$ cat src/rtl/ml_qspi_slave.sv
// QSPI receive front end: oversamples the host bus, decodes one command byte per
// frame and queues write-burst bytes. Optional STATUS readback under ML_QSPI_STATUS_EN.
module ml_qspi_slave #(
    parameter int FIFO_DEPTH = 4
) (
    input  logic       clk,
    input  logic       resetn,
    input  logic       spi_clk,
    input  logic       spi_csb,
    input  logic [3:0] spi_io_di,
    output logic [3:0] spi_io_do,
    output logic [3:0] spi_io_oe,
    output logic       cmd_valid,
    input  logic       cmd_ready,
    output logic [7:0] cmd_data,
    output logic       cmd_start,
    input  logic [4:0] status_in,
    output logic       err,
    output logic [2:0] o_dbg_state
);

    localparam int PW = (FIFO_DEPTH > 1) ? $clog2(FIFO_DEPTH) : 1;
    localparam int CW = PW + 1;
    localparam logic [CW-1:0] LP_FULL = CW'(FIFO_DEPTH);

    typedef enum logic [2:0] {
        ST_IDLE   = 3'd0,
        ST_CMD    = 3'd1,
        ST_WRITE  = 3'd2,
        ST_STATUS = 3'd3,
        ST_IGNORE = 3'd4
    } state_t;

    logic [1:0] r_clk_s, r_csb_s;
    logic [3:0] r_io_s1, r_io_s2, r_io_e;
    logic       r_clk_d, r_csb_d;
    logic       r_rise, r_fall, r_csb_rise, r_csb_fall;

    // csb synchroniser resets low so a frame already in progress at release
    // never produces a falling edge; only a fresh high-to-low does.
    always_ff @(posedge clk or negedge resetn) begin
        if (!resetn) begin
            r_clk_s    <= 2'b00;
            r_csb_s    <= 2'b00;
            r_io_s1    <= 4'h0;
            r_io_s2    <= 4'h0;
            r_clk_d    <= 1'b0;
            r_csb_d    <= 1'b0;
            r_rise     <= 1'b0;
            r_fall     <= 1'b0;
            r_csb_rise <= 1'b0;
            r_csb_fall <= 1'b0;
            r_io_e     <= 4'h0;
        end else begin
            r_clk_s    <= {r_clk_s[0], spi_clk};
            r_csb_s    <= {r_csb_s[0], spi_csb};
            r_io_s1    <= spi_io_di;
            r_io_s2    <= r_io_s1;
            r_clk_d    <= r_clk_s[1];
            r_csb_d    <= r_csb_s[1];
            r_rise     <= r_clk_s[1] & ~r_clk_d;
            r_fall     <= ~r_clk_s[1] & r_clk_d;
            r_csb_rise <= r_csb_s[1] & ~r_csb_d;
            r_csb_fall <= ~r_csb_s[1] & r_csb_d;
            r_io_e     <= r_io_s2;
        end
    end

    state_t      r_state, w_next;
    logic        r_nib_odd, r_first, r_clr_pend, r_err;
    logic [3:0]  r_hi_nib;
    logic        w_active, w_byte_done, w_odd_next, w_csb_end, w_frame_err;
    logic        w_push, w_clr_cmd, w_full, w_pop, w_push_ok, w_ovf;
    logic [7:0]  w_byte;

    always_comb begin
        w_active    = (r_state != ST_IDLE);
        w_byte      = {r_hi_nib, r_io_e};
        w_byte_done = w_active & r_rise & r_nib_odd;
        w_odd_next  = r_nib_odd ^ (w_active & r_rise);
        w_csb_end   = w_active & r_csb_rise;
        w_frame_err = w_csb_end & w_odd_next;
        w_push      = (r_state == ST_WRITE) & w_byte_done;
        w_clr_cmd   = (r_state == ST_CMD) & w_byte_done & (w_byte == 8'h07);
        w_next      = r_state;
        case (r_state)
            ST_IDLE: if (r_csb_fall) w_next = ST_CMD;
            ST_CMD: begin
                if (w_byte_done) begin
                    case (w_byte)
                        8'h01:   w_next = ST_WRITE;
`ifdef ML_QSPI_STATUS_EN
                        8'h05:   w_next = ST_STATUS;
`endif
                        default: w_next = ST_IGNORE;
                    endcase
                end
            end
            default: w_next = r_state;
        endcase
        if (w_csb_end) w_next = ST_IDLE;
    end

    always_ff @(posedge clk or negedge resetn) begin
        if (!resetn) r_state <= ST_IDLE;
        else         r_state <= w_next;
    end

    // Nibble pairing, burst start tag, pending error clear and the sticky error.
    always_ff @(posedge clk or negedge resetn) begin
        if (!resetn) begin
            r_nib_odd  <= 1'b0;
            r_hi_nib   <= 4'h0;
            r_first    <= 1'b0;
            r_clr_pend <= 1'b0;
            r_err      <= 1'b0;
        end else begin
            if (!w_active || w_csb_end) begin
                r_nib_odd <= 1'b0;
            end else if (r_rise) begin
                r_nib_odd <= ~r_nib_odd;
                if (!r_nib_odd) r_hi_nib <= r_io_e;
            end
            if (r_state == ST_CMD && w_next == ST_WRITE) r_first <= 1'b1;
            else if (w_push)                             r_first <= 1'b0;
            if (!w_active || w_csb_end) r_clr_pend <= 1'b0;
            else if (w_clr_cmd)         r_clr_pend <= 1'b1;
            if (w_frame_err || w_ovf)                       r_err <= 1'b1;
            else if (w_csb_end && (r_clr_pend || w_clr_cmd)) r_err <= 1'b0;
        end
    end

    logic [8:0]    r_mem [FIFO_DEPTH];
    logic [PW-1:0] r_wptr, r_rptr;
    logic [CW-1:0] r_count;

    // A pop in the same cycle frees the slot, so a push into a full FIFO still lands.
    assign w_full    = (r_count == LP_FULL);
    assign w_pop     = cmd_valid & cmd_ready;
    assign w_push_ok = w_push & (~w_full | w_pop);
    assign w_ovf     = w_push & w_full & ~w_pop;

    always_ff @(posedge clk) begin
        if (w_push_ok) r_mem[r_wptr] <= {r_first, w_byte};
    end

    always_ff @(posedge clk or negedge resetn) begin
        if (!resetn) begin
            r_wptr  <= '0;
            r_rptr  <= '0;
            r_count <= '0;
        end else begin
            if (w_push_ok) r_wptr <= r_wptr + PW'(1);
            if (w_pop)     r_rptr <= r_rptr + PW'(1);
            case ({w_push_ok, w_pop})
                2'b10:   r_count <= r_count + CW'(1);
                2'b01:   r_count <= r_count - CW'(1);
                default: r_count <= r_count;
            endcase
        end
    end

    assign cmd_valid   = (r_count != '0);
    assign cmd_data    = cmd_valid ? r_mem[r_rptr][7:0] : 8'h00;
    assign cmd_start   = cmd_valid ? r_mem[r_rptr][8]   : 1'b0;
    assign err         = r_err;
    assign o_dbg_state = r_state;

`ifdef ML_QSPI_STATUS_EN
    logic [3:0] r_do;
    logic       r_sh_hi;
    logic [7:0] w_status;

    assign w_status = {r_err, w_full, ~cmd_valid, status_in};

    always_ff @(posedge clk or negedge resetn) begin
        if (!resetn) begin
            r_do    <= 4'h0;
            r_sh_hi <= 1'b1;
        end else if (w_next != ST_STATUS) begin
            r_do    <= 4'h0;
            r_sh_hi <= 1'b1;
        end else if (r_fall && r_state == ST_STATUS) begin
            r_do    <= r_sh_hi ? w_status[7:4] : w_status[3:0];
            r_sh_hi <= ~r_sh_hi;
        end
    end

    assign spi_io_do = r_do;
    assign spi_io_oe = {4{(r_state == ST_STATUS) & ~r_csb_rise}};
`else
    logic w_unused_status;
    assign w_unused_status = ^{status_in, r_fall};
    assign spi_io_do = 4'h0;
    assign spi_io_oe = 4'h0;
`endif

endmodule
$ cat config.mk
export PLATFORM = sky130hd
export DESIGN_NAME = ml_qspi_slave
export DESIGN_NICKNAME = d
export VERILOG_FILES = /design/src/rtl/ml_qspi_slave.sv
export SDC_FILE = /design/constraint.sdc
export NUM_CORES = 1
export LEC_CHECK = 0
export CORE_MARGIN = 2
export CORE_UTILIZATION = 30
export CTS_CLUSTER_SIZE = 10
export DETAILED_ROUTE_END_ITERATION = 6
export PLACE_DENSITY = 0.49
export REMOVE_ABC_BUFFERS = 1
export SKIP_CTS_REPAIR_TIMING = 1
export SYNTH_ARGS = -nofsm -noshare
export SYNTH_HDL_FRONTEND = slang
export SYNTH_SLANG_ARGS = --single-unit
export TNS_END_PERCENT = 1
$ cat constraint.sdc
create_clock -name clk -period 3 [get_ports clk]
set_clock_uncertainty 0.05 [all_clocks]
set_input_delay 0.45 -clock clk [delete_from_list [all_inputs] [get_ports clk]]
set_output_delay 0.45 -clock clk [all_outputs]
set_load 0.01 [all_outputs]
After elaboration in Yosys (flattened, before gate mapping)
Memory sizes are Yosys's and may differ from the RTL's.
Index checks and enable logic that the tools add are counted.
Storage, ports and cells
  flip-flop bits (word level): 39
  latch bits: 0
  bits in writable memories: 36
  bits in read-only memories: 0
  input bits: 14
  output and inout bits: 22
  word-level logic and storage cells: 88
  memories kept: 1
Memory list
  r_mem: depth 4, bits a word 9, read ports 1, clocked after Yosys merged registers in 0, wr ports 1, RTL line 133  | logic [8:0] r_mem [FIFO_DEPTH];
Operators by class
  $add $sub $neg: 4
  multipliers: 0
  divide/modulo/power cells: 0
  $lt $le $gt $ge: 0
  eq/ne operators: 8
  shifts and indexed selects: 0
  multiplexer cells: 18
  bitwise gates (word level): 23
  reductions and logical operators: 15
Operators with widths (number)
  1-bit bitwise AND: 14
  3-bit 2-to-1 mux: 4
  3-bit case mux with 2 select lines: 2
  1-bit 2-to-1 mux: 11
  2-bit nonzero test: 5
  8-bit by 1-bit == test with 1-bit output, second input constant: 1
  8-bit by 3-bit == test with 1-bit output, second input constant: 1
  8-bit 2-to-1 mux: 1
  1-bit inverter: 7
  3-bit by 2-bit == test with 1-bit output, second input constant: 2
  3-bit nonzero test: 2
  2-bit by 1-bit adder with 2-bit output, second input constant: 2
  3-bit by 1-bit adder with 3-bit output, second input constant: 1
  3-bit by 1-bit == test with 1-bit output, second input constant: 1
  3-bit == test, second input constant: 1
  3-bit zero test: 1
  1-bit logical OR: 3
  3-bit AND reduction: 1
  3-bit by 1-bit subtractor with 3-bit output, second input constant: 1
  2-bit by 1-bit == test with 1-bit output, second input constant: 1
  2-bit == test, second input constant: 1
  1-bit logical AND: 2
  1-bit zero test: 1
  1-bit OR: 1
  1-bit bitwise XOR: 1

Logic depth before layout (Yosys ltp)
Gate-level depths: netlist of the first run.
  depth in word-level cells: 9
  gate-level depth with buffers: 10
  depth with buffers taken out: 9

Worst setup path before layout of the first run
OpenSTA, ideal clock, no wires.
  kind: reg-to-reg
  start point: register r_state[2], in the netlist o_dbg_state[2]
  end point: register r_count[2]
  setup time: 126 ps
  arrival: 2673 ps
  required time: 2824 ps
  path slack: 151 ps
  cell stages (with the launch flop): 10
  path buffers: 1
  period minus slack after synthesis: 2849 ps
  cells stage by stage: dfrtp_1 or3_1 and2_1 ha_1 nand4bb_1 buf_4 nand3_1 fa_1 or3_1 a311o_1
Between the ends
  cells in the longest elaborated chain, start to end: 7
  elaborated cells between the ends (all ways): 10
  those cells by class: 3 x eq/ne; 1 x mux; 4 x bitwise; 2 x reduce/logical
RTL lines
  start, declared: RTL line 69  | state_t r_state, w_next;
  start signal, assigned: RTL line 106  | else r_state <= w_next;
  3-bit nonzero test: RTL line 77  | w_active = (r_state != ST_IDLE);
  1-bit bitwise AND (2 in a row): RTL line 79  | w_byte_done = w_active & r_rise & r_nib_odd;
  1-bit bitwise AND (*): RTL line 83  | w_push = (r_state == ST_WRITE) & w_byte_done;
  1-bit bitwise AND (*): RTL line 140  | assign w_push_ok = w_push & (~w_full | w_pop);
  2-bit by 1-bit == test with 1-bit output / 2-bit == test (equally long branches): RTL line 155  | case ({w_push_ok, w_pop})
  3-bit case mux with 2 select lines / 2-bit nonzero test (equally long branches)
  end signal, assigned: RTL line 156  | 2'b10: r_count <= r_count + CW'(1);
  end signal, assigned: RTL line 157  | 2'b01: r_count <= r_count - CW'(1);
  end signal, assigned: RTL line 158  | default: r_count <= r_count;
  end, declared: RTL line 135  | logic [CW-1:0] r_count;
Every way passes the cells marked *; elsewhere a longest branch is shown, timed or not.
A chain may end at the register's enable or synchronous reset.

Worst setup path in the final report of the first run
  start point: register r_state[0], in the netlist o_dbg_state[0]
  end point: register r_count[2]
The elaborated chain is that of the path after synthesis.

==> run metrics, run 1 <==
status complete, no violations; Netlist cell types 35; starting density of the core 0.308; Die Width 104 µm; Clock power frac 0.281; ranking of synthesized cells by area edfxtp_1 36%, dfrtp_1 33%, mux4_2 6.8%; Crit-path slowest cell fa_1; #FFs+latches synth 75; worst setup path category flip-flop to flip-flop; Crit Path Max Fanout 7; post-synthesis sequential area ratio 0.690; Worst Max-Slew Pin Slew 0.883 ns; Final ANT Viol Nets 0; layout cell share with drive strength beyond 1 0.165; Final Net Count 239; Cell Int Power 1.97 mW; worst hold path class input port to asynchronous set/reset pin; Setup Total Neg Slack 0 ns; number of hold violations in the final report 0; Gate Count Post-Synth roughly 190; Worst Path Required 3.18 ns; HPWL Detailed 3.10 mm; CP max stage delay 0.44 ns; worst skew pair latency 0.34 ns; # clock sinks 75; number of global-route vias before repair between 1500 and 2000; largest area contributor in the netlist edfxtp_1; clk buf depth 2; final setup fails 0; DIE HEIGHT 104 µm; Max-Slew Margin vs Limit 0.411; number of port buffers 22; CP top delay family simple AND/OR/NAND/NOR gates; final hold slack roughly 0.18 ns; P_sw 0.769 mW; Pre-Repair DR Iteration Count 4; first-pass GRT wire length 7.97 mm; Placed Cells 341; max_cap viols 0; CTS tree done; FMAX 357 MHz; critical path cell sequence or3_1 > and2_1 > ha_1 > nand4bb_1 > nand3_1 > fa_1 > or3_1 > a311o_1; # DRC 0; initial antenna violation count 0; VDD IR max 201 µV; Num CTS Buffers 9; Syn Area/Cell 15.8 µm²; drt total wl approximately 4.8 mm; async set or reset register ratio after synthesis 0.520; DR vias/cell 4.14; Worst Path Arrival 2.98 ns; pwr dens 775 nW/µm²; Reg clk slew, reported paths 0.08 ns; Row Count 36; switch share 0.281; core area 9680 µm²; CTS HTree Levels 3; Final Max Tran Viols 0; synthesized area 2980 µm²; total track usage 0.0978; WL/cell roughly 13 µm; Layout area overhead 18.5%; cell mode on critical path or3_1; number of I/O pins 36; Reg power frac 0.475; R2R Setup Slk 0.20 ns; die area 10700 µm²; Period minus WS final 2.80 ns; Post-synth EDFFs 36; Non-Filler Instances between 300 and 400; Worst setup SP type flip-flop; gr ovfl total 0; diode count 0; Syn. warnings 0; top-area cell type share of the netlist area 0.363; DRT iter0 DRCs 98; leak pwr around 1.3 nW; Gate power share 0.243; WP buf/inv 0; Root Buffer clkbuf_8; main flop type after synthesis dfrtp_1; Setup crit end kind flip-flop; routed vias ~1500; Final Cycle Share 0.935; largest net degree at the start of global routing 40; RSZ-0062 raised after global routing false; GPL Wtd Cong 0.737
==> cell type report <==
type,instances,area [µm²]
clock buffers,9,124
repair buffers,26,245
well taps,133,166
multi-input cells,101,838
clock inverters,7,76.3
flip-flops and latches,75,2060
inverters,6,22.5
fillers,929,6150
==> cell usage in the layout, fill, tap and decap left out, types with 4 or more instances in the layout <==
cell type,instances
dfrtp_1,39
edfxtp_1,36
clkdlybuf4s50_1,21
and2_1,15
mux4_2,9
clkbuf_8,9
conb_1,8
nand2_1,7
inv_1,6
nand3_1,6
xnor2_1,6
o21ai_0,5
ha_1,5
nor2_1,4
nor2b_1,4
mux2_2,4
buf_4,4
==> power by group through the flow <==
stage | combinational (mW) | clock (mW) | sequential, mW
floorplan | 0.378 | 0 | 1.31
global placement | 0.670 | 0 | 1.32
detailed placement | 0.678 | 0 | 1.33
CTS | 0.679 | 0.800 | 1.31
global route | 0.742 | 0.841 | 1.32
finish | 0.665 | 0.770 | 1.30
==> worst paths after layout <==
| path | from | end | cells past startpoint |
|---|---|---|---|
| max in group asynchronous | resetn | r_wptr[1] | 1 |
| hold / removal | resetn | r_csb_s[0] | 1 |
| setup / recovery | o_dbg_state[0] | r_count[2] | 8 |
| hold reg to reg | r_io_s2[2] | r_io_e[2] | 0 |
| setup reg to reg | o_dbg_state[0] | r_count[2] | 8 |
| min in group clk | r_io_s2[2] | r_io_e[2] | 0 |
==> Yosys cell counts (4+ instances only) <==
master / number
nand3_1: 6
mux4_2: 9
inv_1: 6
and2_1: 15
clkbuf_1: 4
o21ai_0: 5
buf_4: 9
xnor2_1: 6
nor2b_1: 4
nand2_1: 7
nor2_1: 4
mux2_2: 4
dfrtp_1: 39
ha_1: 5
edfxtp_1: 36
==> metal layers <==
metal	vias up	track usage	routed length (µm)
met5	-	0	0
met4	0	0.0434	67
met3	6	0.0378	212
met2	31	0.141	2100
met1	713	0.131	2390
li1	729	-	-
==> sequential cells by signal (all words and copies together), names as in the netlist, 2 cells and up <==
signal	count
o_dbg_state	3
r_clk_s	2
r_count	3
r_csb_s	2
r_hi_nib	4
r_io_e	4
r_io_s1	4
r_io_s2	4
r_mem	36
r_rptr	2
r_wptr	2
==> cells by family after synthesis <==
kind of cell,Yosys count,share of synthesized area
other cells,1,0.00126
flops,75,0.690
compound gates,16,0.0365
mux,13,0.0832
fa+ha+maj,6,0.0277
simple gates,52,0.106
buf+inv,20,0.0370
xor+xnor,6,0.0176
==> per-stage QoR <==
step / instance area [µm²] / utilization / setup WS [ns] / total power [mW]
floorplan: 2920 / - / 0.0913 / 1.69
global placement: 3330 / 0.344 / 0.227 / 1.99
detailed placement: 3330 / 0.344 / 0.194 / 2.01
CTS: 3530 / 0.364 / 0.189 / 2.79
global route: 3530 / 0.364 / 0.0416 / 2.91
finish: 3530 / 0.364 / 0.196 / 2.73
No activity file was read; power rests on OpenSTA's default activity.
==> inputs of run 2 (changes only) <==
--- a/config.mk
+++ b/config.mk
@@ -5,7 +5,7 @@
 export SDC_FILE = /design/constraint.sdc
 export NUM_CORES = 1
 export LEC_CHECK = 0
-export CORE_MARGIN = 2
+export CORE_MARGIN = 5
 export CORE_UTILIZATION = 30
 export CTS_CLUSTER_SIZE = 10
 export DETAILED_ROUTE_END_ITERATION = 6
==> run metrics, run 2 (synthesis gave the netlist of run 1 again) <==
Worst setup SP type flip-flop; Num CTS Buffers 9; worst setup path category flip-flop to flip-flop; DRT iter0 DRCs 56; met2 WL 2.16 mm; diode count 0; Setup crit end kind flip-flop; Final Net Count 239; Max-Slew Margin vs Limit 0.421; Reg area 2060 µm²; Final Max Tran Viols 0; Worst Slack Setup Final 0.185 ns; routed vias 1499; leak pwr ~1.3 nW; DIE HEIGHT 110 µm; fillers 963; final setup fails 0; Row Count 36; drt total wl between 4 and 5 mm; commonest non-fill, non-tap cell in the layout dfrtp_1; Layout area overhead 17.7%; met3 wire len between 200 and 250 µm; multi-input combinational cell area between 800 and 900 µm²; DR vias/cell 4.20; CTS HTree Levels 3; Met1 Wirelength 2.29 mm; Reg clk slew, reported paths 0.08 ns; number of I/O pins 36; number of hold violations in the final report 0; pre-CTS WS 0.186 ns; total track usage 0.0866; gr ovfl total 0; FMAX 355 MHz; Final Util 0.360; # DRC 0; HPWL Detailed 3.16 mm; DR top layer met4; Die Width 110 µm; worst skew pair latency 0.34 ns; die area about 12000 µm²; number of flip-flops in the largest register 36; Worst Max-Slew Pin Slew 0.869 ns; commonest non-fill, non-tap cells in the layout 39 x dfrtp_1, 36 x edfxtp_1, 21 x clkdlybuf4s50_1, 15 x and2_1; WL/cell 13.4 µm; Period minus WS final 2.81 ns; Final ANT Viol Nets 0; Pre-Repair DR Iteration Count 4; worst hold path class input port to asynchronous set/reset pin; number of port buffers 22; Worst R2R Path Depth 8; # clock sinks 75; Setup Total Neg Slack 0 ns; layout cell share with drive strength beyond 1 0.165; initial antenna violation count 0; max_cap viols 0; first-pass GRT wire length roughly 7.7 mm; Crit Path Max Fanout 7; CTS tree done; RSZ-0062 raised after global routing false; Worst Path Arrival 2.99 ns; VDD IR max 244 µV; Worst Path Required around 3.2 ns; Root Buffer clkbuf_8; number of global-route vias before repair 1569; starting density of the core 0.306; Final Cycle Share 0.938; largest net degree at the start of global routing 40; status complete, no violations; core area 9730 µm²; pwr dens around 760 nW/µm²; GPL Wtd Cong approximately 0.72; Largest Register r_mem; clk buf depth 2
==> run 2: changes by cell type in the layout (fill, tap and decap cells not counted) <==
cell,change
clkinv_4,-2
clkinvlp_4,+2
bufinv_16,-1
inv_6,+1
==> run 2: worst paths after layout <==
kind | startpoint | end | slack, ns
setup / recovery | o_dbg_state[0] | r_count[2] | 0.19
hold / removal | resetn | r_csb_s[1] | 0.17
setup reg to reg | o_dbg_state[0] | r_count[2] | 0.19
hold reg to reg | r_io_s1[2] | r_io_s2[2] | 0.30
max in group asynchronous | resetn | r_first | 2.18
min in group clk | r_io_s1[2] | r_io_s2[2] | 0.30
==> run 2: cell type report <==
class                           instances  area share
Clock buffer                            9      0.0353
Sequential cell                        75       0.587
Clock inverter                          7      0.0150
Multi-Input combinational cell        101       0.239
Tap cell                              133      0.0475
Timing Repair Buffer                   26      0.0700
Inverter                                6     0.00642
==> run 2: where the power goes <==
group          switching (mW)  internal, mW
logic                   0.272         0.395
registers               0.120          1.18
clock network           0.385         0.304
==> run 2: stage by stage <==
stage / instances / total power [mW] / cell area [µm²] / hold slack, ns
final: 357 / 2.66 / 3510 / 0.167
after global routing: 357 / 2.81 / 3510 / 0.250
after CTS: 357 / 2.70 / 3510 / 0.194
after detailed placement: 341 / 2.01 / 3330 / 0.285
after global placement: 341 / 2.00 / 3330 / 0.283
after floorplan: 182 / 1.69 / 2920 / 0.104
==> run 2: metal layers <==
layer,track usage,up-vias
met5,0,-
met1,0.114,727
met3,0.0200,11
li1,-,733
met4,0.0481,0
met2,0.132,28
==> run 2: worst max-delay path, cell delays in order, from the launching register on <==
cell,delay (ns)
dfrtp_1,0.43
or3_1,0.41
and2_1,0.18
ha_1,0.21
nand4bb_1,0.14
nand3_1,0.10
fa_1,0.44
or3_1,0.38
a311o_1,0.36
